===== config.mk =====
export PLATFORM = sky130hd
export DESIGN_NAME = control_cmd_router
export DESIGN_NICKNAME = d
export VERILOG_FILES = /design/src/rtl/control_cmd_router.sv
export SDC_FILE = /design/constraint.sdc
export NUM_CORES = 1
export LEC_CHECK = 0
export CAP_MARGIN = 20
export CELL_PAD_IN_SITES_DETAIL_PLACEMENT = 1
export CELL_PAD_IN_SITES_GLOBAL_PLACEMENT = 1
export CORE_MARGIN = 2
export CORE_UTILIZATION = 32
export DETAILED_ROUTE_END_ITERATION = 7
export GPL_ROUTABILITY_DRIVEN = 1
export PLACE_DENSITY = 0.72
export SLEW_MARGIN = 30
export SYNTH_ARGS = -nofsm -noshare
export SYNTH_HDL_FRONTEND = slang
export SYNTH_SLANG_ARGS = --single-unit

===== constraint.sdc =====
create_clock -name clk -period 2 [get_ports clk]
set_clock_uncertainty 0.1 [all_clocks]
set_input_delay 0.5 -clock clk [delete_from_list [all_inputs] [get_ports clk]]
set_output_delay 0.5 -clock clk [all_outputs]
set_load 0.02 [all_outputs]

===== src/rtl/control_cmd_router.sv =====
// Opcode-driven byte router from the UART RX stream to the control sub-blocks.
// Optional mid-command idle timeout is built when CMD_TIMEOUT_EN is defined.
module control_cmd_router #(
    parameter logic [7:0]  WATCHDOG_OPCODE   = 8'h57,
    parameter logic [7:0]  BRIGHTNESS_OPCODE = 8'h54,
    parameter int unsigned TIMEOUT_TICKS     = 1000000
) (
    input  logic       clk,
    input  logic       reset,
    input  logic [7:0] rx_data,
    input  logic       rx_valid,
    input  logic       wd_done,
    input  logic       br_done,
    output logic [7:0] cmd_data,
    output logic       wd_enable,
    output logic       br_enable,
    output logic       busy,
    output logic       unknown_opcode,
    output logic [7:0] err_count,
    output logic       cmd_timeout
);

    typedef enum logic [1:0] {
        IDLE,
        ROUTE_WD,
        ROUTE_BR
    } state_t;

    if (TIMEOUT_TICKS < 2) begin : g_bad_ticks
        $error("control_cmd_router: TIMEOUT_TICKS must be >= 2");
    end

    state_t     r_state;
    state_t     w_state_nxt;
    logic [7:0] r_cmd_data;
    logic [7:0] w_cmd_data_nxt;
    logic       r_wd_en;
    logic       w_wd_en_nxt;
    logic       r_br_en;
    logic       w_br_en_nxt;
    logic       r_busy;
    logic       r_unknown;
    logic       w_unknown_nxt;
    logic [7:0] r_err;
    logic       w_err_inc;
    logic [7:0] w_err_nxt;
    logic       w_in_route;
    logic       w_done_sel;

    assign w_in_route = (r_state != IDLE);
    assign w_done_sel = ((r_state == ROUTE_WD) && wd_done)
                     || ((r_state == ROUTE_BR) && br_done);

`ifdef CMD_TIMEOUT_EN
    localparam int unsigned CW = $clog2(TIMEOUT_TICKS + 1);
    localparam logic [CW-1:0] LOAD_VAL = CW'(TIMEOUT_TICKS);

    logic [CW-1:0] r_cnt;
    logic          r_timeout;
    logic          w_load;
    logic          w_expire;

    // Any accepted byte that leaves us routing is either an entry or a forward.
    assign w_load   = rx_valid && (w_state_nxt != IDLE);
    assign w_expire = w_in_route && !w_done_sel && !rx_valid
                   && (r_cnt == '0);

    always_ff @(posedge clk) begin
        if (reset) begin
            r_cnt     <= '0;
            r_timeout <= 1'b0;
        end else begin
            r_timeout <= w_expire;
            if (w_load) begin
                r_cnt <= LOAD_VAL;
            end else if (w_in_route && (r_cnt != '0)) begin
                r_cnt <= r_cnt - 1'b1;
            end
        end
    end

    assign cmd_timeout = r_timeout;
`else
    assign cmd_timeout = 1'b0;
`endif

    always_comb begin
        w_state_nxt    = r_state;
        w_cmd_data_nxt = r_cmd_data;
        w_wd_en_nxt    = 1'b0;
        w_br_en_nxt    = 1'b0;
        w_unknown_nxt  = 1'b0;
        w_err_inc      = 1'b0;
        // A byte arriving with done is judged as the next opcode.
        if (!w_in_route || w_done_sel) begin
            w_state_nxt = IDLE;
            if (rx_valid) begin
                if (rx_data == WATCHDOG_OPCODE) begin
                    w_state_nxt = ROUTE_WD;
                end else if (rx_data == BRIGHTNESS_OPCODE) begin
                    w_state_nxt = ROUTE_BR;
                end else begin
                    w_unknown_nxt = 1'b1;
                    w_err_inc     = 1'b1;
                end
            end
        end else if (rx_valid) begin
            w_cmd_data_nxt = rx_data;
            w_wd_en_nxt    = (r_state == ROUTE_WD);
            w_br_en_nxt    = (r_state == ROUTE_BR);
`ifdef CMD_TIMEOUT_EN
        end else if (w_expire) begin
            w_state_nxt = IDLE;
            w_err_inc   = 1'b1;
`endif
        end
    end

    assign w_err_nxt = (w_err_inc && (r_err != 8'hFF)) ? r_err + 8'd1 : r_err;

    always_ff @(posedge clk) begin
        if (reset) begin
            r_state    <= IDLE;
            r_cmd_data <= 8'h00;
            r_wd_en    <= 1'b0;
            r_br_en    <= 1'b0;
            r_busy     <= 1'b0;
            r_unknown  <= 1'b0;
            r_err      <= 8'h00;
        end else begin
            r_state    <= w_state_nxt;
            r_cmd_data <= w_cmd_data_nxt;
            r_wd_en    <= w_wd_en_nxt;
            r_br_en    <= w_br_en_nxt;
            r_busy     <= (w_state_nxt != IDLE);
            r_unknown  <= w_unknown_nxt;
            r_err      <= w_err_nxt;
        end
    end

    assign cmd_data       = r_cmd_data;
    assign wd_enable      = r_wd_en;
    assign br_enable      = r_br_en;
    assign busy           = r_busy;
    assign unknown_opcode = r_unknown;
    assign err_count      = r_err;

endmodule

==> Flow_metrics.wiki, run 1 <==
{| class="wikitable"
! Metric !! Value
|-
| Unrepaired setup endpoints after global routing || false
|-
| Number of inserted diodes || 0
|-
| Endpoint kind of the worst setup timing path || flip-flop
|-
| Number of hold violations in the final report || 0
|-
| Count of TritonRoute iterations in the first routing pass || 4
|-
| Critical path type || in -> reg
|-
| Total via count after detailed routing || 836
|-
| Num CTS Buffers || 3
|-
| Die outline width || 59.6 um
|-
| Total Routing Usage GR || 14.0%
|-
| Effective utilization at floorplan || 33.0%
|-
| Top cells by area, synth || sky130_fd_sc_hd__dfxtp_1 (45%), sky130_fd_sc_hd__mux2i_1 (9.1%), sky130_fd_sc_hd__nor2_1 (6.8%)
|-
| Synthesized flop and latch total || 22
|-
| Share of the synthesized area in the top cell type || 44.5%
|-
| Setup slack at placement || -0.277 ns
|-
| GP Congestion || 0.650
|-
| Util after Layout || 47.6%
|-
| Total placed instance area || 1390 um2
|-
| Root Buffer Master || sky130_fd_sc_hd__clkbuf_4
|-
| Max Transition Viols Final || 0
|-
| Tcrit/Tclk final || 96.7%
|-
| Clock insertion delay at the later pin of the skew report || 0.29 ns
|-
| Number of distinct standard cells referenced by the synthesized netlist || 33
|-
| Clock-pin slew of the registers on the worst-case setup and hold paths || 0.11 ns
|-
| Sequential cell area fraction in the yosys report || 44.5%
|-
| Ratio of cells with drive above 1 in the final layout || 15.0%
|-
| PnR worst setup slack || 0.0668 ns
|-
| Result of the run || finished, final reports clean
|-
| CTS tree || built
|-
| Data required time of the worst path || 2.09 ns
|-
| Clock period minus worst slack || 1.93 ns
|-
| Floorplan Core Area || 3000 um2
|-
| Nature of the critical path startpoint || input port
|-
| Post-synth EDFFs || 0
|-
| Number of buffers inserted by post-CTS setup repair || 0
|-
| Vias in the first global route || 901
|-
| Tot Pwr || 0.738 mW
|-
| Sum of negative setup slack || 0 ns
|-
| Post-synthesis area per instance || 9.70 um2
|-
| Routed wire length || 2.21 mm
|-
| Buffer levels on the longest clock path || 2
|-
| Arrival time of data at the critical path endpoint || 2.02 ns
|-
| Per-cell via count in the routed design || 4.83
|-
| Number of violations reported at the end of detailed-routing iteration 0 || 12
|-
| Wire length of the first global-routing pass || 3.83 mm
|-
| Half-perimeter wire length after placement || 1.69 mm
|-
| Power Dens Cells || 516 nW/um2
|-
| Core Rows || 20
|-
| IR Drop Worst-Case VDD || 0.000263 V
|-
| Antenna violations before repair || 0
|-
| Nets in the synthesized netlist || 116
|-
| Syn Std Cell Area || 990 um2
|-
| Remaining antenna violation count || 0
|-
| Top achievable clock speed || 517 MHz
|-
| Depth of the CTS H-tree || 1
|-
| Leading area contributor after synthesis || sky130_fd_sc_hd__dfxtp_1
|-
| Post-route worst hold slack || 0.391 ns
|-
| DRC violation count after routing || 0
|-
| Maxcap violations || 0
|-
| Final cell area excluding filler cells || 1430 um2
|-
| Placed cell count || 170
|-
| Overflow after GRT || 0
|-
| Area enclosed by the die boundary || 3550 um2
|-
| Count of warnings emitted by yosys || 0
|-
| Detail-routed net length per standard cell || 12.8 um
|-
| Top-Level Pins || 34
|-
| Final instance count without filler cells || 173
|-
| Largest net degree at the start of global routing || 25
|-
| Relative area change from synthesis to final layout || 44.5%
|-
| Nets@finish || 156
|-
| Top fanout value on the critical path || 6
|-
| # clock sinks || 22
|-
| Top cells by count, synth || sky130_fd_sc_hd__dfxtp_1 (22), sky130_fd_sc_hd__nor2_1 (18), sky130_fd_sc_hd__mux2i_1 (9)
|-
| Cell with the most instances after synthesis || sky130_fd_sc_hd__dfxtp_1
|-
| Die Height || 59.6 um
|-
| Gate count of the mapped netlist || 102
|-
| Path category of the worst min-delay check || reg -> reg
|-
| Final setup violating endpoints || 0
|-
| Count of input and output buffers || 32
|-
| Fraction of registers with async set or reset after synthesis || 0%
|-
| Primary flip-flop cell chosen by synthesis mapping || sky130_fd_sc_hd__dfxtp_1
|-
| Static Leak || 0.677 nW
|}
-- cell type report --
| cell class | count | area [um2] |
|---|---|---|
| flip-flops and latches | 22 | 440 |
| inverters | 1 | 3.75 |
| multi-input cells | 73 | 512 |
| fillers | 351 | 1570 |
| repair buffers | 41 | 410 |
| clock buffers | 3 | 22.5 |
| well taps | 33 | 41.3 |
-- where the power goes --
| group | internal, mW | switching [mW] | total [mW] | leakage (nW) |
|---|---|---|---|---|
| clock network | 0.0700 | 0.121 | 0.191 | 0.0138 |
| registers | 0.444 | 0.00527 | 0.449 | 0.178 |
| logic | 0.0553 | 0.0424 | 0.0978 | 0.486 |
-- worst max-delay path: stages --
cell and delay [ns]:
sky130_fd_sc_hd__clkdlybuf4s50_1 0.48, sky130_fd_sc_hd__and2b_4 0.20, sky130_fd_sc_hd__o21ai_4 0.11, sky130_fd_sc_hd__and4_2 0.29, sky130_fd_sc_hd__nand4_1 0.12, sky130_fd_sc_hd__mux2_1 0.32
-- per-layer routing --
metal  vias to the layer above  share of wire, %  global-route usage [%]
li1                        426                 -                       -
met1                       384                49                    18.3
met2                        24                45                    22.9
met3                         2               5.2                    2.84
met4                         0              0.72                    4.76
met5                         -                 0                       0
-- final timing paths --
path / from / to / slack [ns] / depth (start not counted)
max reg2reg: err_count[0] / err_count[5] / 0.30 / 5
min: r_state[0] / br_enable / 0.39 / 1
max: wd_done / err_count[4] / 0.07 / 6
min reg2reg: r_state[0] / br_enable / 0.39 / 1
-- cell families after synthesis --
family | after synthesis | share of synthesized area, %
AOI/OAI and AO/OA | 8 | 5.82
xor gates and xnor gates | 2 | 1.77
adders and majority gates | 1 | 1.26
buffers and inverters | 7 | 4.68
DFF | 22 | 44.5
muxes | 13 | 13.7
other | 1 | 0.379
and+or+nand+nor | 48 | 27.9
-- sequential cells by signal, indices dropped and copies added, names as in the netlist --
| signal | count |
|---|---|
| cmd_data | 8 |
| err_count | 8 |
| r_state | 2 |
| busy | 1 |
| wd_enable | 1 |
| br_enable | 1 |
| unknown_opcode | 1 |
-- placed cells by master (no fill, tap or decap), types with 4 or more instances in the layout --
master,n
sky130_fd_sc_hd__clkdlybuf4s50_1,28
sky130_fd_sc_hd__dfxtp_1,22
sky130_fd_sc_hd__nor2_1,18
sky130_fd_sc_hd__mux2i_1,9
sky130_fd_sc_hd__buf_4,8
sky130_fd_sc_hd__a21oi_1,4
sky130_fd_sc_hd__nor2b_1,4
sky130_fd_sc_hd__dlymetal6s2s_1,4
-- timing repair --
item	4_1_cts	5_1_grt
endpoints found under the setup margin	0	8
resized for setup	0	6
endpoints found under the hold margin	0	0
hold buffers	0	0
Note: power is estimated with default switching activity, not from simulation.
==> run 2, diff against run 1 <==
--- a/config.mk
+++ b/config.mk
@@ -12,6 +12,7 @@
 export CORE_UTILIZATION = 32
 export DETAILED_ROUTE_END_ITERATION = 7
 export GPL_ROUTABILITY_DRIVEN = 1
+export MAX_ROUTING_LAYER = met4
 export PLACE_DENSITY = 0.72
 export SLEW_MARGIN = 30
 export SYNTH_ARGS = -nofsm -noshare
==> Flow_metrics.wiki, run 2 (synthesized netlist as in run 1, its figures left out) <==
{| class="wikitable"
! Metric !! Value
|-
| Endpoint kind of the worst setup timing path || flip-flop (unchanged)
|-
| Path category of the worst min-delay check || reg -> reg (unchanged)
|-
| Number of hold violations in the final report || 0 (unchanged)
|-
| Final instance count without filler cells || 173 (unchanged)
|-
| Data required time of the worst path || 2.09 ns (about the same)
|-
| Remaining antenna violation count || 0 (unchanged)
|-
| Final cell area excluding filler cells || 1430 um2 (unchanged)
|-
| Buffer levels on the longest clock path || 2 (unchanged)
|-
| Clock-pin slew of the registers on the worst-case setup and hold paths || 0.11 ns (about the same)
|-
| Static Leak || 0.677 nW (unchanged)
|-
| Num CTS Buffers || 3 (unchanged)
|-
| Final setup violating endpoints || 0 (unchanged)
|-
| Number of filler cells placed in the layout || 351 (unchanged)
|-
| Vias in the first global route || 902 (was 901)
|-
| Overflow after GRT || 0 (unchanged)
|-
| Wire length of the first global-routing pass || 3.82 mm (was 3.83 mm)
|-
| Number of violations reported at the end of detailed-routing iteration 0 || 12 (unchanged)
|-
| Clock insertion delay at the later pin of the skew report || 0.29 ns (about the same)
|-
| Clock period minus worst slack || 1.93 ns (about the same)
|-
| Die Height || 59.6 um (unchanged)
|-
| Most frequent cells in the layout || sky130_fd_sc_hd__clkdlybuf4s50_1 (28), sky130_fd_sc_hd__dfxtp_1 (22), sky130_fd_sc_hd__nor2_1 (18), sky130_fd_sc_hd__mux2i_1 (9), sky130_fd_sc_hd__buf_4 (8) (unchanged)
|-
| Count of TritonRoute iterations in the first routing pass || 3 (was 4)
|-
| Post-route worst hold slack || 0.397 ns (was 0.391 ns)
|-
| DRC violation count after routing || 0 (unchanged)
|-
| Half-perimeter wire length after placement || 1.69 mm (unchanged)
|-
| Total placed instance area || 1390 um2 (unchanged)
|-
| Top achievable clock speed || 517 MHz (about the same)
|-
| Tcrit/Tclk final || 96.6% (was 96.7%)
|-
| IR Drop Worst-Case VDD || 0.000263 V (about the same)
|-
| Top-Level Pins || 34 (unchanged)
|-
| Nature of the critical path startpoint || input port (unchanged)
|-
| Number of inserted diodes || 0 (unchanged)
|-
| # clock sinks || 22 (unchanged)
|-
| Per-cell via count in the routed design || 4.88 (was 4.83)
|-
| Effective utilization at floorplan || 33.0% (unchanged)
|-
| Count of input and output buffers || 32 (unchanged)
|-
| Placed cell count || 170 (unchanged)
|-
| Sequential cell area || 440 um2 (unchanged)
|-
| Core Rows || 20 (unchanged)
|-
| Nets@finish || 156 (unchanged)
|-
| Top fanout value on the critical path || 6 (unchanged)
|-
| Total Routing Usage GR || 14.4% (was 14.0%)
|-
| Unrepaired setup endpoints after global routing || false (unchanged)
|-
| Antenna violations before repair || 0 (unchanged)
|-
| Ratio of cells with drive above 1 in the final layout || 15.0% (unchanged)
|-
| Routed wire length || 2.23 mm (was 2.21 mm)
|-
| CTS tree || built (unchanged)
|-
| Critical path type || in -> reg (unchanged)
|-
| Area enclosed by the die boundary || 3550 um2 (unchanged)
|-
| Max Transition Viols Final || 0 (unchanged)
|-
| Detail-routed net length per standard cell || 12.9 um (was 12.8 um)
|-
| Arrival time of data at the critical path endpoint || 2.02 ns (about the same)
|-
| Result of the run || finished, final reports clean (unchanged)
|-
| Power Dens Cells || 516 nW/um2 (about the same)
|-
| Relative area change from synthesis to final layout || 44.5% (unchanged)
|-
| Maxcap violations || 0 (unchanged)
|-
| Total via count after detailed routing || 844 (was 836)
|-
| Area occupied by multi-input gates || 512 um2 (unchanged)
|-
| Largest net degree at the start of global routing || 25 (unchanged)
|-
| Depth of the CTS H-tree || 1 (unchanged)
|-
| Util after Layout || 47.6% (unchanged)
|-
| Floorplan Core Area || 3000 um2 (unchanged)
|-
| Die outline width || 59.6 um (unchanged)
|-
| GP Congestion || 0.655 (was 0.650)
|-
| Root Buffer Master || sky130_fd_sc_hd__clkbuf_4 (unchanged)
|-
| Leading cell type in the layout, fill and taps excluded || sky130_fd_sc_hd__clkdlybuf4s50_1 (unchanged)
|}
-- run 2: cell counts in the layout (fill, tap and decap cells not counted) --
Identical to the previous run, type by type.
-- run 2: final cells by class --
| cell class | instances | area share (%) |
|---|---|---|
| multi-input combinational | 73 | 35.8 |
| clock buffer | 3 | 1.57 |
| tap | 33 | 2.89 |
| timing repair buffer | 41 | 28.7 |
| sequential | 22 | 30.8 |
| inverter | 1 | 0.262 |
-- run 2: stage by stage --
step	worst slack, ns	setup TNS (ns)	power [mW]
global route	0.00441	0	0.781
global placement	-0.246	-2.87	0.554
floorplan	0.221	0	0.504
CTS	0.000980	0	0.753
detailed placement	-0.277	-3.58	0.556
finish	0.0672	0	0.738
-- run 2: where the power goes --
part | total, mW | leakage [nW] | switching, mW | internal, mW
Clock | 0.191 | 0.0138 | 0.121 | 0.0700
Combinational | 0.0977 | 0.486 | 0.0424 | 0.0553
Sequential | 0.449 | 0.178 | 0.00528 | 0.444
-- run 2: path summary, 6_finish.rpt --
| path | startpoint | to | slack (ns) | cells past startpoint |
|---|---|---|---|---|
| min reg2reg | r_state[0] | br_enable | 0.40 | 1 |
| max reg2reg | err_count[3] | err_count[5] | 0.29 | 5 |
| max | wd_done | err_count[4] | 0.07 | 6 |
| min | r_state[0] | br_enable | 0.40 | 1 |
-- run 2: per-layer routing --
| metal | up-vias | part of all wire [%] | wire, um | GRT usage, % |
|---|---|---|---|---|
| met4 | 0 | 0.90 | 20 | 4.76 |
| met1 | 393 | 50 | 1110 | 18.9 |
| met5 | - | 0 | 0 | - |
| met2 | 24 | 45 | 1010 | 22.9 |
| met3 | 2 | 3.9 | 88 | 1.97 |
| li1 | 425 | - | - | - |
-- run 2: what timing repair did --
action,4_1_cts,5_1_grt
buffers inserted,0,0
gates resized for setup,0,6
setup endpoints to repair,0,8
hold buffers,0,0
-- run 2: worst max-delay path, cell delays in order --
cell                              delay [ns]
sky130_fd_sc_hd__clkdlybuf4s50_1        0.48
sky130_fd_sc_hd__and2b_4                0.20
sky130_fd_sc_hd__o21ai_4                0.11
sky130_fd_sc_hd__and4_2                 0.29
sky130_fd_sc_hd__nand4_1                0.12
sky130_fd_sc_hd__mux2_1                 0.32
